<file path="src/rtl/multicycle_control_fsm_pkg.sv">
// Shared types and constants for the multicycle MIPS main control FSM.
// Optional build macro MCF_ILLEGAL_TRAP_EN adds the sticky ILLEGAL trap state.
package mcf_pkg;

    localparam int unsigned ALUOP_W = 3;
    localparam logic [4:0]  RA_REG  = 5'd31;

    localparam logic [5:0] OP_RTYPE = 6'b000000;
    localparam logic [5:0] OP_LW    = 6'b100011;
    localparam logic [5:0] OP_SW    = 6'b101011;
    localparam logic [5:0] OP_BEQ   = 6'b000100;
    localparam logic [5:0] OP_BNE   = 6'b000101;
    localparam logic [5:0] OP_ADDI  = 6'b001000;
    localparam logic [5:0] OP_ORI   = 6'b001101;
    localparam logic [5:0] OP_ANDI  = 6'b001100;
    localparam logic [5:0] OP_J     = 6'b000010;

    localparam logic [ALUOP_W-1:0] ALUOP_ADD   = 3'b000;
    localparam logic [ALUOP_W-1:0] ALUOP_SUB   = 3'b001;
    localparam logic [ALUOP_W-1:0] ALUOP_RTYPE = 3'b010;
    localparam logic [ALUOP_W-1:0] ALUOP_ORI   = 3'b011;
    localparam logic [ALUOP_W-1:0] ALUOP_ANDI  = 3'b100;

    localparam logic [1:0] SRCB_B     = 2'b00;
    localparam logic [1:0] SRCB_FOUR  = 2'b01;
    localparam logic [1:0] SRCB_IMM   = 2'b10;
    localparam logic [1:0] SRCB_IMMSH = 2'b11;

    localparam logic [1:0] PCSRC_ALU    = 2'b00;
    localparam logic [1:0] PCSRC_ALUOUT = 2'b01;
    localparam logic [1:0] PCSRC_JUMP   = 2'b10;

    typedef enum logic [3:0] {
        FETCH    = 4'd0,
        DECODE   = 4'd1,
        MEMADR   = 4'd2,
        MEMRD    = 4'd3,
        MEMWB    = 4'd4,
        MEMWR    = 4'd5,
        RTYPE_EX = 4'd6,
        ALU_WB   = 4'd7,
        IMM_EX   = 4'd8,
        IMM_WB   = 4'd9,
        BRANCH   = 4'd10,
        JUMP     = 4'd11
`ifdef MCF_ILLEGAL_TRAP_EN
        , ILLEGAL = 4'd12
`endif
    } state_e;

    // Opcode class latched in DECODE; distinguishes variants sharing a state path.
    typedef enum logic [2:0] {
        OPC_RTYPE = 3'd0,
        OPC_LW    = 3'd1,
        OPC_SW    = 3'd2,
        OPC_BEQ   = 3'd3,
        OPC_BNE   = 3'd4,
        OPC_ADDI  = 3'd5,
        OPC_ORI   = 3'd6,
        OPC_ANDI  = 3'd7
    } opclass_e;

    function automatic logic [ALUOP_W-1:0] imm_aluop(input opclass_e cls);
        logic [ALUOP_W-1:0] op;
        case (cls)
            OPC_ORI:  op = ALUOP_ORI;
            OPC_ANDI: op = ALUOP_ANDI;
            default:  op = ALUOP_ADD;
        endcase
        return op;
    endfunction

endpackage

</file>
<file path="src/rtl/multicycle_control_fsm_if.sv">
// Control bus between the main FSM (master) and the multicycle datapath (slave).
interface multicycle_control_fsm_if;
    import mcf_pkg::*;

    logic [5:0]         opcode;
    logic               mem_ready;
    logic               PCWrite;
    logic               PCWriteCond;
    logic               PCWriteCondN;
    logic               IorD;
    logic               MemRead;
    logic               MemWrite;
    logic               IRWrite;
    logic               MemtoReg;
    logic               RegDst;
    logic               RegWrite;
    logic               ALUSrcA;
    logic [1:0]         ALUSrcB;
    logic [1:0]         PCSource;
    logic [ALUOP_W-1:0] ALUop;
    logic               illegal_op;

    modport master (
        input  opcode, mem_ready,
        output PCWrite, PCWriteCond, PCWriteCondN, IorD, MemRead, MemWrite,
               IRWrite, MemtoReg, RegDst, RegWrite, ALUSrcA, ALUSrcB,
               PCSource, ALUop, illegal_op
    );

    modport slave (
        output opcode, mem_ready,
        input  PCWrite, PCWriteCond, PCWriteCondN, IorD, MemRead, MemWrite,
               IRWrite, MemtoReg, RegDst, RegWrite, ALUSrcA, ALUSrcB,
               PCSource, ALUop, illegal_op
    );
endinterface

</file>
<file path="src/rtl/multicycle_control_fsm_opdecode.sv">
// Combinational opcode classifier used by the FSM in DECODE.
module mcf_opdecode
    import mcf_pkg::*;
(
    input  logic [5:0] opcode_i,
    output opclass_e   opclass_o,
    output logic       is_jump_o,
    output logic       is_legal_o
);

    // Map each supported opcode to its class; jump and undefined are flagged separately.
    always_comb begin
        opclass_o  = OPC_RTYPE;
        is_jump_o  = 1'b0;
        is_legal_o = 1'b1;
        case (opcode_i)
            OP_RTYPE: opclass_o = OPC_RTYPE;
            OP_LW:    opclass_o = OPC_LW;
            OP_SW:    opclass_o = OPC_SW;
            OP_BEQ:   opclass_o = OPC_BEQ;
            OP_BNE:   opclass_o = OPC_BNE;
            OP_ADDI:  opclass_o = OPC_ADDI;
            OP_ORI:   opclass_o = OPC_ORI;
            OP_ANDI:  opclass_o = OPC_ANDI;
            OP_J:     is_jump_o = 1'b1;
            default:  is_legal_o = 1'b0;
        endcase
    end

endmodule

</file>
<file path="src/rtl/multicycle_control_fsm.sv">
// Main control FSM for the multicycle MIPS datapath; Moore outputs gated by mem_ready in FETCH.
// Build macro MCF_ILLEGAL_TRAP_EN: undefined opcodes trap into a sticky ILLEGAL state.
module multicycle_control_fsm
    import mcf_pkg::*;
(
    input  logic                     clk,
    input  logic                     reset,
    multicycle_control_fsm_if.master bus
);

    state_e   state_q, state_d;
    opclass_e opclass_q, opclass_d;
    opclass_e dec_class_s;
    logic     dec_jump_s;
    logic     dec_legal_s;

    mcf_opdecode u_opdecode (
        .opcode_i   (bus.opcode),
        .opclass_o  (dec_class_s),
        .is_jump_o  (dec_jump_s),
        .is_legal_o (dec_legal_s)
    );

    // State and latched opcode class registers.
    always_ff @(posedge clk or posedge reset) begin
        if (reset) begin
            state_q   <= FETCH;
            opclass_q <= OPC_RTYPE;
        end else begin
            state_q   <= state_d;
            opclass_q <= opclass_d;
        end
    end

    // Next-state and control outputs; reset forces every output low without waiting for a clock.
    always_comb begin
        state_d          = state_q;
        opclass_d        = opclass_q;
        bus.PCWrite      = 1'b0;
        bus.PCWriteCond  = 1'b0;
        bus.PCWriteCondN = 1'b0;
        bus.IorD         = 1'b0;
        bus.MemRead      = 1'b0;
        bus.MemWrite     = 1'b0;
        bus.IRWrite      = 1'b0;
        bus.MemtoReg     = 1'b0;
        bus.RegDst       = 1'b0;
        bus.RegWrite     = 1'b0;
        bus.ALUSrcA      = 1'b0;
        bus.ALUSrcB      = SRCB_B;
        bus.PCSource     = PCSRC_ALU;
        bus.ALUop        = ALUOP_ADD;
        bus.illegal_op   = 1'b0;
        if (reset) begin
            state_d = FETCH;
        end else begin
            case (state_q)
                FETCH: begin
                    bus.MemRead = 1'b1;
                    bus.ALUSrcB = SRCB_FOUR;
                    if (bus.mem_ready) begin
                        bus.IRWrite = 1'b1;
                        bus.PCWrite = 1'b1;
                        state_d     = DECODE;
                    end else begin
                        state_d = FETCH;
                    end
                end
                DECODE: begin
                    bus.ALUSrcB = SRCB_IMMSH;
                    opclass_d   = dec_class_s;
                    if (dec_jump_s) begin
                        state_d = JUMP;
                    end else if (!dec_legal_s) begin
`ifdef MCF_ILLEGAL_TRAP_EN
                        state_d = ILLEGAL;
`else
                        state_d = FETCH;
`endif
                    end else begin
                        case (dec_class_s)
                            OPC_RTYPE:                    state_d = RTYPE_EX;
                            OPC_LW, OPC_SW:               state_d = MEMADR;
                            OPC_BEQ, OPC_BNE:             state_d = BRANCH;
                            OPC_ADDI, OPC_ORI, OPC_ANDI:  state_d = IMM_EX;
                            default:                      state_d = FETCH;
                        endcase
                    end
                end
                MEMADR: begin
                    bus.ALUSrcA = 1'b1;
                    bus.ALUSrcB = SRCB_IMM;
                    if (opclass_q == OPC_SW) begin
                        state_d = MEMWR;
                    end else begin
                        state_d = MEMRD;
                    end
                end
                MEMRD: begin
                    bus.MemRead = 1'b1;
                    bus.IorD    = 1'b1;
                    if (bus.mem_ready) begin
                        state_d = MEMWB;
                    end else begin
                        state_d = MEMRD;
                    end
                end
                MEMWB: begin
                    bus.RegWrite = 1'b1;
                    bus.MemtoReg = 1'b1;
                    state_d      = FETCH;
                end
                MEMWR: begin
                    bus.MemWrite = 1'b1;
                    bus.IorD     = 1'b1;
                    if (bus.mem_ready) begin
                        state_d = FETCH;
                    end else begin
                        state_d = MEMWR;
                    end
                end
                RTYPE_EX: begin
                    bus.ALUSrcA = 1'b1;
                    bus.ALUop   = ALUOP_RTYPE;
                    state_d     = ALU_WB;
                end
                ALU_WB: begin
                    bus.RegWrite = 1'b1;
                    bus.RegDst   = 1'b1;
                    state_d      = FETCH;
                end
                IMM_EX: begin
                    bus.ALUSrcA = 1'b1;
                    bus.ALUSrcB = SRCB_IMM;
                    bus.ALUop   = imm_aluop(opclass_q);
                    state_d     = IMM_WB;
                end
                IMM_WB: begin
                    bus.RegWrite = 1'b1;
                    state_d      = FETCH;
                end
                BRANCH: begin
                    bus.ALUSrcA      = 1'b1;
                    bus.ALUop        = ALUOP_SUB;
                    bus.PCSource     = PCSRC_ALUOUT;
                    bus.PCWriteCond  = (opclass_q == OPC_BEQ);
                    bus.PCWriteCondN = (opclass_q == OPC_BNE);
                    state_d          = FETCH;
                end
                JUMP: begin
                    bus.PCWrite  = 1'b1;
                    bus.PCSource = PCSRC_JUMP;
                    state_d      = FETCH;
                end
`ifdef MCF_ILLEGAL_TRAP_EN
                ILLEGAL: begin
                    bus.illegal_op = 1'b1;
                    state_d        = ILLEGAL;
                end
`endif
                default: begin
                    state_d = FETCH;
                end
            endcase
        end
    end

endmodule

</file>
<file path="src/flat_wrapper.sv">
// flat-port wrapper written by rule: the top's interface ports become plain ports
module multicycle_control_fsm_flat import mcf_pkg::*;
  (clk, reset, bus_opcode, bus_mem_ready, bus_PCWrite, bus_PCWriteCond, bus_PCWriteCondN, bus_IorD, bus_MemRead, bus_MemWrite, bus_IRWrite, bus_MemtoReg, bus_RegDst, bus_RegWrite, bus_ALUSrcA, bus_ALUSrcB, bus_PCSource, bus_ALUop, bus_illegal_op);
  multicycle_control_fsm_if bus_i ();
  input  logic clk;
  input  logic reset;
  input wire logic [$bits(bus_i.opcode)-1:0] bus_opcode;
  input wire logic [$bits(bus_i.mem_ready)-1:0] bus_mem_ready;
  output wire logic [$bits(bus_i.PCWrite)-1:0] bus_PCWrite;
  output wire logic [$bits(bus_i.PCWriteCond)-1:0] bus_PCWriteCond;
  output wire logic [$bits(bus_i.PCWriteCondN)-1:0] bus_PCWriteCondN;
  output wire logic [$bits(bus_i.IorD)-1:0] bus_IorD;
  output wire logic [$bits(bus_i.MemRead)-1:0] bus_MemRead;
  output wire logic [$bits(bus_i.MemWrite)-1:0] bus_MemWrite;
  output wire logic [$bits(bus_i.IRWrite)-1:0] bus_IRWrite;
  output wire logic [$bits(bus_i.MemtoReg)-1:0] bus_MemtoReg;
  output wire logic [$bits(bus_i.RegDst)-1:0] bus_RegDst;
  output wire logic [$bits(bus_i.RegWrite)-1:0] bus_RegWrite;
  output wire logic [$bits(bus_i.ALUSrcA)-1:0] bus_ALUSrcA;
  output wire logic [$bits(bus_i.ALUSrcB)-1:0] bus_ALUSrcB;
  output wire logic [$bits(bus_i.PCSource)-1:0] bus_PCSource;
  output wire logic [$bits(bus_i.ALUop)-1:0] bus_ALUop;
  output wire logic [$bits(bus_i.illegal_op)-1:0] bus_illegal_op;
  assign bus_i.opcode = bus_opcode;
  assign bus_i.mem_ready = bus_mem_ready;
  assign bus_PCWrite = bus_i.PCWrite;
  assign bus_PCWriteCond = bus_i.PCWriteCond;
  assign bus_PCWriteCondN = bus_i.PCWriteCondN;
  assign bus_IorD = bus_i.IorD;
  assign bus_MemRead = bus_i.MemRead;
  assign bus_MemWrite = bus_i.MemWrite;
  assign bus_IRWrite = bus_i.IRWrite;
  assign bus_MemtoReg = bus_i.MemtoReg;
  assign bus_RegDst = bus_i.RegDst;
  assign bus_RegWrite = bus_i.RegWrite;
  assign bus_ALUSrcA = bus_i.ALUSrcA;
  assign bus_ALUSrcB = bus_i.ALUSrcB;
  assign bus_PCSource = bus_i.PCSource;
  assign bus_ALUop = bus_i.ALUop;
  assign bus_illegal_op = bus_i.illegal_op;
  multicycle_control_fsm u_core (.clk(clk), .reset(reset), .bus(bus_i));
endmodule
</file>
<file path="config.mk">
export PLATFORM = sky130hd
export DESIGN_NAME = multicycle_control_fsm_flat
export DESIGN_NICKNAME = d
export VERILOG_FILES = /design/src/rtl/multicycle_control_fsm_pkg.sv /design/src/rtl/multicycle_control_fsm_if.sv /design/src/rtl/multicycle_control_fsm_opdecode.sv /design/src/rtl/multicycle_control_fsm.sv /design/src/flat_wrapper.sv
export SDC_FILE = /design/constraint.sdc
export NUM_CORES = 1
export LEC_CHECK = 0
export BUFFER_PORTS_ARGS = -buffer_cell sky130_fd_sc_hd__buf_2
export CAP_MARGIN = 20
export CORE_MARGIN = 5
export CORE_UTILIZATION = 40
export CTS_BUF_LIST = sky130_fd_sc_hd__clkbuf_16
export DETAILED_ROUTE_END_ITERATION = 16
export PLACE_DENSITY = 0.66
export RECOVER_POWER = 50
export SYNTH_ARGS = -nofsm -noshare
export SYNTH_HDL_FRONTEND = slang
export SYNTH_SLANG_ARGS = --single-unit
export TNS_END_PERCENT = 30
</file>
<file path="constraint.sdc">
create_clock -name clk -period 4.15 [get_ports clk]
set_input_delay 0.415 -clock clk [delete_from_list [all_inputs] [get_ports clk]]
set_output_delay 0.415 -clock clk [all_outputs]
set_load 0.02 [all_outputs]
</file>
## Word-level counts from Yosys, hierarchy flattened

Memory sizes are Yosys's and may differ from the RTL's.
Cells that the tools add are included.

| storage, ports and cells | value |
|---|---|
| flip-flop bits (word level) | 7 |
| input bits | 9 |
| RAM bits | 0 |
| output and inout port bits | 19 |
| bits in latches | 0 |
| bits in read-only memories | 24 |
| memories kept | 1 |
| word-level logic and storage cells | 78 |

Memories:

| name | depth | bits a word | rd ports | clocked after Yosys merged registers in | wr ports | line | source |
|---|---|---|---|---|---|---|---|
| (no name shown) | 8 | 3 | 1 | 0 | 0 | multicycle_control_fsm.sv:81 | `case (dec_class_s)` |

| cells by class | value |
|---|---|
| reduce and logical (&&, ||, !) cells | 9 |
| div/mod/pow operators | 0 |
| bitwise gates (word level) | 1 |
| mux-type cells | 41 |
| equality and inequality tests | 24 |
| $mul | 0 |
| shift operators | 0 |
| $add $sub $neg | 0 |
| magnitude comparators | 0 |

Operator list:

| cell | number |
|---|---|
| case mux 4 bit (7 select lines) | 1 |
| 2-to-1 mux 1 bit | 25 |
| case mux 3 bit (7 select lines) | 1 |
| == test 6 x 4 -> 1 bit (second input constant) | 3 |
| == test 4 x 3 -> 1 bit (second input constant) | 4 |
| == test 4 bit (second input constant) | 4 |
| == test 6 x 3 -> 1 bit (second input constant) | 2 |
| == test 6 bit (second input constant) | 2 |
| 2-to-1 mux 3 bit | 4 |
| 2-to-1 mux 4 bit | 3 |
| == test 3 bit (second input constant) | 3 |
| case mux 3 bit (3 select lines) | 1 |
| OR reduction 9 bit | 1 |
| == test 4 x 2 -> 1 bit (second input constant) | 2 |
| == test 3 x 2 -> 1 bit (second input constant) | 2 |
| == test 6 x 2 -> 1 bit (second input constant) | 1 |
| zero test 6 bit | 1 |
| case mux 2 bit (3 select lines) | 1 |
| case mux 3 bit (2 select lines) | 1 |
| OR reduction 2 bit | 3 |
| == test 4 x 1 -> 1 bit (second input constant) | 1 |
| zero test 4 bit | 1 |
| 2-to-1 mux 2 bit | 2 |
| case mux 2 bit (2 select lines) | 1 |
| 5 further kinds | 5 |

## Longest topological paths before layout

Gate-level depths: netlist of run 1.

| depth | value |
|---|---|
| word-level depth | 7 |
| depth in mapped cells | 6 |
| mapped depth without buffers | 4 |

## Hierarchy

Synthesis of run 1 repeated with hierarchy kept, for this count alone.

| unflattened totals | value |
|---|---|
| cell total of the unflattened synthesis | 120 |
| area, all modules | 903.4 µm² |

Modules (own cells, without submodules):

| module | area an instance (µm²) | instances | sequential area each (µm²) | cells each |
|---|---|---|---|---|
| multicycle_control_fsm | 789.5 | 1 | 175.2 | 102 |
| mcf_opdecode | 113.9 | 1 | 0.0 | 18 |

## Worst setup path before layout of run 1

No wires, ideal clock.

| timing path | value |
|---|---|
| path type | register to output |
| start | reg u_core.state_q[1] |
| end | out bus_ALUSrcA |
| stages on the path, launching flop included | 5 |
| setup slack | 1805 ps |
| data required time | 3735 ps |
| arrival time | 1930 ps |
| path buffers | 2 |
| cells stage by stage | dfrtp_1 -> buf_2 -> buf_2 -> nor2_1 -> a2111oi_0 |

| on the way | value |
|---|---|
| word-level cells in the longest chain between the ends | 4 |
| elaborated cells on any way between the ends | 7 |
| classes of those cells | 4 x eq/ne; 2 x mux; 1 x reduce/logical |

Ends and longest elaborated chain:

| what | line | source |
|---|---|---|
| from (decl) | multicycle_control_fsm.sv:11 | `state_e state_q, state_d;` |
| from (signal assigned) | multicycle_control_fsm.sv:30 | `state_q <= state_d;` |
| == test 4 bit, or another cell as far along | multicycle_control_fsm.sv:57 | `case (state_q)` |
| OR reduction 4 bit (no source line) (*) | - |  |
| 2-to-1 mux 1 bit (*) | multicycle_control_fsm.sv:57 |  |
| 2-to-1 mux 1 bit (*) | multicycle_control_fsm.sv:54 | `if (reset) begin` |
| to (decl) | flat_wrapper.sv:19 | `output wire logic [$bits(bus_i.ALUSrcA)-1:0] bus_ALUSrcA;` |

Mark *: on every way between the ends. The rest lies on a longest branch, timed or not.

## Final worst setup path of run 1

| timing path | value |
|---|---|
| start | reg u_core.state_q[2] |
| end | out bus_PCWriteCondN |

| on the way | value |
|---|---|
| word-level cells in the longest chain between the ends | 3 |

Ends and longest elaborated chain:

| what | line | source |
|---|---|---|
| == test 4 bit | multicycle_control_fsm.sv:57 |  |
| 2-to-1 mux 1 bit | multicycle_control_fsm.sv:57 |  |
| 2-to-1 mux 1 bit | multicycle_control_fsm.sv:54 |  |
| to (decl) | flat_wrapper.sv:11 | `output wire logic [$bits(bus_i.PCWriteCondN)-1:0] bus_PCWriteCondN;` |

Every way passes these cells.

==> impl_metrics.csv, run 1 <==
group,metric,value,unit
setup_path,worstPathArrival,1960,ps
synthesis,synth-seq-cells,7,
pwr,power_density,291,nW/um2
synthesis,ys_seq_area_share,21.1,%
placement,post-place-ws,2030,ps
drt,first_pass_iters,4,
pwr,total_power,0.296,mW
timing,relSlewSlack,57.4,%
cts,cts-htree-levels,1,
placement,hpwl,1580,um
pwr,p_leak,0.425,nW
setup_path,crit_chain,"nand2b_1 -> nor3_1 -> nand2_1 -> nor4b_1 -> buf_2",
cts,cts_setup_buffers,0,
synthesis,synth_fp_nets,119,
synthesis,syn_inst,110,
setup_path,crit_start,"u_core.state_q[2]",
setup_path,r2r_slack,2160,ps
placement,port_buffers,26,
cells_and_area,final_nets,141,
synthesis,synth.top_cells.by_area,"dfrtp_1 (21%), nor2_1 (4.5%), nand2b_1 (3.8%), nor4_1 (3.8%), nor3_1 (3.6%)",
cells_and_area,design_area,1020,um2
setup_path,max_stage_delay,560,ps
die,die_w,55.5,um
synthesis,ys_warn_count,0,
setup_path,path_max_fanout,20,
setup_path,slowest_stage,"dfrtp_1",
timing,rsz0062_at_grt,"no",
setup_path,r2r-start,"u_core.state_q[1]",
setup_path,critPathCaptureType,"primary output",
setup_path,critPathTopFamily,"simple AND/OR/NAND/NOR gates",
synthesis,ys_async_sr_fraction,100,%
drt,route.detailed.drc,0,
timing,setup_viol,0,
synthesis,avgSynthCellArea,7.54,um2
cells_and_area,fillers,222,
setup_path,rr_worst_depth,4,
drt,drtAntennaViolNets,0,
pwr,ir_worst_vdd,271,uV
die,dieArea,3080,um2
placement,gp_congestion,0.779,
cells_and_area,areaGrowthSynthToFinish,22.5,%
global_routing,grt_usage,14.5,%
timing,layout_setup_ws,1770,ps
synthesis,ys.flop_type,"dfrtp_1",
die,core-area,1960,um2
timing,setup_tns,0,ps
placement,dpl.cell_count,154,
global_routing,first_global_vias,798,
synthesis,synth_edf_count,0,
global_routing,antenna_found_initial,0,
timing,fin_crit,2380,ps
drt,wl_per_cell,13.6,um
cells_and_area,final_cells,158,
timing,period_share,57.3,%
setup_path,path_class,"reg2out",
die,initial_utilization,42.3,%
setup_path,start_kind,"flip-flop",
die,num_io_pins,28,
timing,timing.fmax,0.420,GHz
global_routing,gr-total-overflow,0,
cts,cts-root-buf,"clkbuf_16",
drt,vias,902,
drt,viasPerCell,5.71,
synthesis,synth_top_cell_by_area,"dfrtp_1",
timing,hold_violations,0,
cts,cts_hold_buf,0,
drt,drtIter0Drc,17,
global_routing,grt_pass1_wl,3590,um
cts,cts_buffers,3,
run_status,status,"complete, no violations",
cts,cts_resized,0,
timing,fin_skew,2.60,ps
cts,cts_tree,"yes",
die,die_y,55.5,um
setup_path,timing.rr.end,"u_core.state_q[3]",
global_routing,grt_max_degree,23,
timing,slew_viol_final,0,
cts,clock_path_buffers,2,
cells_and_area,utilization,51.8,%
cells_and_area,layout-drive-gt1-share,23.7,%
job,cap_violations,0,
cells_and_area,antenna_cells,0,
die,num_rows,16,
synthesis,synth_area,830,um2
synthesis,yosysUniqueCellTypes,45,
setup_path,path_buf_inv,1,
placement,placed_cell_area,950,um2
drt,routed_wl,2150,um
timing,holdWs,337,ps
cts,clkTransAtPathRegs,40,ps
cts,insertion_delay,230,ps
synthesis,synth_top_area_share,21.1,%
timing,tightest_slew,639,ps
hold_path,worstHoldPathType,"in2async",
setup_path,cp.required,3730,ps
cts,clock-sinks,7,
cells by family after synthesis:
group | after synthesis | share of synthesized area [%]
and+or+nand+nor | 59 | 42.7
AOI/OAI and AO/OA | 25 | 22.0
DFF | 7 | 21.1
muxes | 3 | 3.92
xor gates and xnor gates | 3 | 3.17
buffers and inverters | 12 | 6.64
other | 1 | 0.452
report_power, final:
group / switching [mW] / internal, mW
registers: 0.00971 / 0.0720
logic: 0.0294 / 0.0202
clock network: 0.0379 / 0.126
total: 0.0770 / 0.219
sequential cells by signal, summed over array words and instances, names as in the netlist:
signal            cells
u_core.opclass_q      3
u_core.state_q        4
metal layers:
metal  wire [um]  track usage (%)  share of wire, %
met1        1000             18.6                46
met2         979             20.3                45
met3         110             2.56               5.1
met4          63             12.8               2.9
met5           0                0                 0
synth_stat cells, types with 3 or more instances:
cell	n
buf_2	5
nor3_1	6
nand2_1	5
or2_2	4
o21ai_0	4
nor2b_1	4
and3b_1	3
nand2b_1	5
inv_1	3
nand3_1	3
o21a_1	3
or3_1	3
dfrtp_1	7
a21oi_1	3
nor4_1	5
nor2_1	10
placed cells by master (no fill, tap or decap), types with 4 or more instances in the layout:
cell / count
nand2_1: 5
o21ai_0: 4
or2_2: 4
buf_2: 20
nor2b_1: 4
nor2_1: 10
dfrtp_1: 7
nor4_1: 6
nor3_1: 6
clkbuf_1: 6
nand2b_1: 5
area by class of cell:
cell class | instances | area (um2) | area share [%]
Timing Repair Buffer | 26 | 123 | 12.1
Multi-Input combinational cell | 91 | 593 | 58.4
Inverter | 3 | 11.3 | 1.11
Clock buffer | 3 | 75.1 | 7.39
Clock inverter | 1 | 5.00 | 0.493
Sequential cell | 7 | 175 | 17.2
Tap cell | 27 | 33.8 | 3.33
worst max-delay path by stage:
stage               depth (start not counted)                to  slack, ps
floorplan                                   4       bus_ALUSrcA       1810
global placement                            5  bus_PCWriteCondN       2120
detailed placement                          5  bus_PCWriteCondN       2030
CTS                                         5  bus_PCWriteCondN       1780
global route                                5  bus_PCWriteCondN       1610
finish                                      5  bus_PCWriteCondN       1770
Power figures use the tool's default switching activity.
==> run 2: changes to the inputs <==
- PLACE_DENSITY: 0.66 -> 0.68
- clock period: 4.15 -> 2.1 ns (I/O delays scaled with it)
==> run 2 against run 1 <==
Compared with the run above: design area up 4.3%; die area unchanged; clock-buffer cell count unchanged; register-to-register slack worse by 1800 ps; sequential cell count unchanged; cell count up 2.5%; sequential share of layout area down 0.36 points; critical path depth unchanged; total power up 97%.
==> impl_metrics.csv, run 2 (synthesized netlist as in run 1, its figures left out) <==
group,metric,value,unit
cells_and_area,fillers,194,
timing,holdWs,171,ps
cts,insertion_delay,230,ps
cells_and_area,design_area,1060,um2
setup_path,crit_chain,"buf_4 -> nor4_2 -> and3b_1 -> or2_2 -> buf_2",
drt,first_pass_iters,4,
cts,clock-sinks,7,
cells_and_area,antenna_cells,0,
cells_and_area,largest_reg_flops,4,
run_status,status,"complete, no violations",
timing,layout_setup_ws,170,ps
die,initial_utilization,42.3,%
die,die_y,55.5,um
setup_path,max_stage_delay,440,ps
timing,period_share,91.9,%
drt,routed_wl,2240,um
cells_and_area,final_nets,145,
global_routing,first_global_vias,840,
cells_and_area,areaGrowthSynthToFinish,27.8,%
cts,clkTransAtPathRegs,30,ps
timing,setup_viol,0,
setup_path,critPathCaptureType,"primary output",
setup_path,path_class,"reg2out",
setup_path,slowest_stage,"dfrtp_1",
die,num_io_pins,28,
cells_and_area,layout-drive-gt1-share,28.1,%
pwr,ir_worst_vdd,596,uV
timing,hold_violations,0,
cts,cts_tree,"yes",
die,num_rows,16,
die,die_w,55.5,um
placement,hpwl,1710,um
setup_path,worstPathArrival,1720,ps
drt,drtIter0Drc,27,
pwr,p_leak,0.439,nW
setup_path,critPathTopFamily,"simple AND/OR/NAND/NOR gates",
timing,rsz0062_at_grt,"no",
cells_and_area,final_common_cell,"buf_2",
global_routing,antenna_found_initial,0,
cts,cts-root-buf,"clkbuf_16",
global_routing,gr-total-overflow,0,
timing,fin_crit,1930,ps
job,cap_violations,0,
placement,gp_congestion,0.818,
drt,vias,923,
timing,setup_tns,0,ps
timing,slew_viol_final,0,
timing,timing.fmax,0.518,GHz
timing,relSlewSlack,62.0,%
setup_path,cp.required,1890,ps
cells_and_area,top_regs,"u_core.state_q x4, u_core.opclass_q x3",
hold_path,worstHoldPathType,"in2async",
timing,tightest_slew,569,ps
cells_and_area,largest-register,"u_core.state_q",
placement,post-place-ws,302,ps
setup_path,path_buf_inv,2,
cts,cts-htree-levels,1,
pwr,power_density,549,nW/um2
die,core-area,1960,um2
placement,placed_cell_area,981,um2
drt,wl_per_cell,13.8,um
timing,fin_skew,0.920,ps
cells_and_area,final_cell_mix,"buf_2 (19), nor2_1 (10), clkbuf_1 (7)",
drt,route.detailed.drc,0,
cts,cts_buffers,3,
drt,viasPerCell,5.70,
setup_path,start_kind,"flip-flop",
die,dieArea,3080,um2
placement,port_buffers,26,
setup_path,path_max_fanout,10,
global_routing,grt_pass1_wl,3710,um
cts,clock_path_buffers,2,
global_routing,grt_usage,14.1,%
global_routing,grt_max_degree,17,
pwr,total_power,0.581,mW
drt,drtAntennaViolNets,0,
[run 2: changes by cell type in the layout (fill, tap and decap cells not counted), sizes merged]
| cell | change |
|---|---|
| buf | +3 |
| clkbuf | +1 |
| inv | +1 |
| clkinv | -1 |
[run 2: final cells by class]
class | instances | area (um2) | share of cell area, %
tap | 27 | 33.8 | 3.19
clock inverter | 1 | 3.75 | 0.354
clock buffer | 3 | 75.1 | 7.08
sequential | 7 | 179 | 16.9
timing repair buffer | 30 | 151 | 14.3
multi-input combinational | 91 | 606 | 57.1
inverter | 3 | 11.3 | 1.06
[run 2: worst register-to-register path, cell delays in order, from the launching register on]
cell and delay, ps:
dfrtp_2 500, o21a_1 230, a211o_1 350, or4_1 510
o31ai_1 80
[run 2: routing by layer]
layer / GRT usage [%] / part of all wire (%) / vias up
li1: - / - / 464
met1: 17.4 / 44 / 418
met2: 24.2 / 49 / 38
met3: 3.50 / 7.0 / 3
met4: 3.82 / 0.63 / 0
met5: 0 / 0 / -
[run 2: timing repair]
item                       in CTS  in global routing
setup endpoints to repair       0                  2
buffers inserted                0                  0
resized for setup               0                  4
hold buffers                    0                  0
[run 2: stage by stage]
stage          util, %  cells
6_report          54.0    162
5_1_grt           54.0    162
4_1_cts           54.0    162
3_5_place_dp      50.0    158
3_3_place_gp      50.0    158
2_1_floorplan        -    110
[run 2: worst paths after layout]
kind	start	end	slack, ps	cells past startpoint
max	u_core.state_q[1]	bus_PCWrite	170	5
min	reset	u_core.state_q[1]	170	2
max reg2reg	u_core.state_q[0]	u_core.state_q[3]	340	4
min reg2reg	u_core.opclass_q[2]	u_core.opclass_q[2]	570	2
max in group asynchronous	reset	u_core.state_q[2]	1660	2
min in group clk	bus_opcode[1]	u_core.opclass_q[2]	380	3
[run 2: power breakdown]
group          leakage [nW]  internal (mW)  total (mW)  switching, mW
sequential           0.0914          0.143       0.157         0.0144
clock                0.0423          0.247       0.314         0.0668
combinational         0.305         0.0446       0.110         0.0658
==> run 3: changes to the inputs <==
- CORE_ASPECT_RATIO: unset -> 0.6
- PLACE_DENSITY: 0.68 -> unset
- SYNTH_HIERARCHICAL: unset -> 1
- clock period: 2.1 -> 1.99 ns (I/O delays scaled with it)
==> run 3 against run 2 <==
Compared with the run above: utilization decreased by 1.9 points; die area increased by 8.3%; largest power group unchanged; sequential share of layout area decreased by 1.3 points; worst setup slack got worse by 31 ps; combinational power increased by 10%; routed wire length increased by 15%; clock-buffer cell count unchanged; design area increased by 6.4%.
==> impl_metrics.csv, run 3 <==
group,metric,value,unit
synthesis,yosysMostFrequentCell,"nor2_1",
die,dieArea,3340,um2
synthesis,yosysUniqueCellTypes,49,
cells_and_area,layout-drive-gt1-share,30.8,%
synthesis,synthXorXnorAreaFrac,0.970,%
setup_path,r2r_slack,470,ps
drt,viasPerCell,5.76,
die,initial_utilization,41.8,%
setup_path,start_kind,"flip-flop",
timing,holdWs,46.5,ps
cells_and_area,top_regs,"u_core/state_q x4, u_core/opclass_q x3",
cts,clkTransAtPathRegs,40,ps
timing,slew_viol_final,0,
synthesis,synth_area,903,um2
cts,cts-root-buf,"clkbuf_16",
drt,routed_wl,2570,um
synthesis,synth_top_area_share,19.4,%
cts,cts_buffers,3,
pwr,p_leak,0.544,nW
global_routing,grt_usage,16.8,%
timing,hold_violations,0,
synthesis,ys_warn_count,6,
timing,rsz0062_at_grt,"no",
setup_path,r2r-start,"u_core/state_q[0]",
synthesis,synth_fp_nets,129,
cts,cts_hold_buf,0,
timing,relSlewSlack,62.4,%
synthesis,yosys.area_share.simple,39.9,%
die,core-area,2160,um2
timing,timing.fmax,0.540,GHz
synthesis,synth_top_cell_by_area,"dfrtp_1",
placement,gp_congestion,0.791,
global_routing,grt_max_degree,21,
run_status,status,"complete, no violations",
synthesis,synth_common_cells,"nor2_1 (15), dfrtp_1 (7), o21ai_0 (7)",
hold_path,worstHoldPathType,"in2async",
cts,insertion_delay,230,ps
cts,clock_path_buffers,2,
setup_path,rr_worst_depth,4,
drt,wl_per_cell,14.6,um
timing,setup_tns,0,ps
pwr,power_density,566,nW/um2
setup_path,crit_start,"u_core/state_q[0]",
synthesis,synth_top_family_by_area,"simple AND/OR/NAND/NOR gates",
setup_path,path_max_fanout,20,
synthesis,synth_mux_area_share,6.51,%
die,die_y,46.8,um
cells_and_area,final_nets,156,
global_routing,first_global_vias,948,
die,num_io_pins,28,
cells_and_area,fillers,212,
job,cap_violations,0,
setup_path,path_class,"reg2out",
timing,fin_crit,1850,ps
synthesis,synth_edf_count,0,
synthesis,ys_async_sr_fraction,100,%
drt,vias,1013,
timing,tightest_slew,564,ps
cts,cts-htree-levels,1,
pwr,ir_worst_vdd,286,uV
cells_and_area,areaGrowthSynthToFinish,24.8,%
synthesis,synth_compound_area_share,24.2,%
setup_path,critPathCaptureType,"primary output",
timing,period_share,93.0,%
cts,clock-sinks,7,
cts,cts_tree,"yes",
global_routing,antenna_found_initial,0,
cells_and_area,final_cell_mix,"buf_2 (26), nor2_1 (14), o21ai_0 (7), dfrtp_1 (7)",
synthesis,synth_fa_ha_area_share,0,%
die,die_w,71.4,um
drt,first_pass_iters,4,
synthesis,avgSynthCellArea,7.53,um2
synthesis,syn_inst,120,
synthesis,ys_seq_area_share,19.4,%
cells_and_area,largest-register,"u_core/state_q",
placement,hpwl,1940,um
drt,route.detailed.drc,0,
cells_and_area,antenna_cells,0,
timing,setup_viol,0,
synthesis,ys.flop_type,"dfrtp_1",
drt,drtAntennaViolNets,0,
cts,cts_setup_buffers,0,
drt,drtIter0Drc,56,
setup_path,cp.required,1790,ps
placement,port_buffers,26,
global_routing,gr-total-overflow,0,
synthesis,synth.top_cells.by_area,"dfrtp_1 (19%), nor2_1 (6.2%), nand2b_1 (4.2%), o21ai_0 (3.9%), mux2_2 (3.7%)",
cells_and_area,largest_reg_flops,4,
synthesis,synth-seq-cells,7,
setup_path,timing.rr.end,"u_core/state_q[3]",
timing,fin_skew,0.234,ps
global_routing,grt_pass1_wl,4320,um
die,num_rows,13,
setup_path,worstPathArrival,1650,ps
cells_and_area,final_common_cell,"buf_2",
-- run 3: cell families after synthesis --
group,count (synthesis)
compound gates,31
xor+xnor,1
buf+inv,15
flops,7
mux,5
other cells,1
simple gates,60
-- run 3: through the flow --
| step | instance area, um2 | util (%) | power [mW] | setup slack, ps | instances |
|---|---|---|---|---|---|
| floorplan | 903 | - | 0.252 | 435 | 120 |
| global placement | 1050 | 48.7 | 0.289 | 281 | 172 |
| detailed placement | 1050 | 48.7 | 0.291 | 237 | 172 |
| CTS | 1130 | 52.3 | 0.639 | 81.3 | 176 |
| global route | 1130 | 52.1 | 0.662 | 7.68 | 176 |
| finish | 1130 | 52.1 | 0.638 | 138 | 176 |
-- run 3: worst max path at each step --
stage / endpoint / slack, ps / depth (start not counted)
after global routing: bus_RegWrite / 8 / 5
after detailed placement: u_core/state_q[0] / 240 / 8
after floorplan: bus_PCWrite / 430 / 3
after CTS: bus_ALUop[2] / 80 / 4
final: bus_RegWrite / 140 / 5
after global placement: u_core/state_q[0] / 280 / 8
-- run 3: timing repair --
| item | in CTS | in global routing |
|---|---|---|
| endpoints found under the setup margin | 0 | 2 |
| endpoints found under the hold margin | 0 | 0 |
| gates resized for setup | 0 | 1 |
-- run 3: layout make-up --
type | instances | area (um2) | area share (%)
Multi-Input combinational cell | 98 | 646 | 57.3
Sequential cell | 7 | 175 | 15.5
Timing Repair Buffer | 31 | 168 | 14.9
Clock buffer | 3 | 75.1 | 6.66
Tap cell | 30 | 37.5 | 3.33
Inverter | 6 | 22.5 | 2.00
Clock inverter | 1 | 3.75 | 0.333
-- run 3: where the power goes --
| part | leakage (nW) | switching (mW) | internal, mW |
|---|---|---|---|
| sequential | 0.0960 | 0.0188 | 0.151 |
| combinational | 0.406 | 0.0705 | 0.0507 |
| clock | 0.0423 | 0.0851 | 0.262 |
-- run 3: per-layer routing --
metal / GRT usage [%] / up-vias / share of wire, %
met5: 0 / - / 0
met4: 3.37 / 0 / 0
met3: 5.77 / 0 / 11
met2: 27.7 / 56 / 45
met1: 22.0 / 462 / 44
li1: - / 495 / -
-- run 3: worst max-delay path: stages, from the launching register on --
cell       delay [ps]
dfrtp_1           570
and2b_1           310
a21oi_1           160
a2bb2oi_1         160
nor2_1             50
buf_2             160
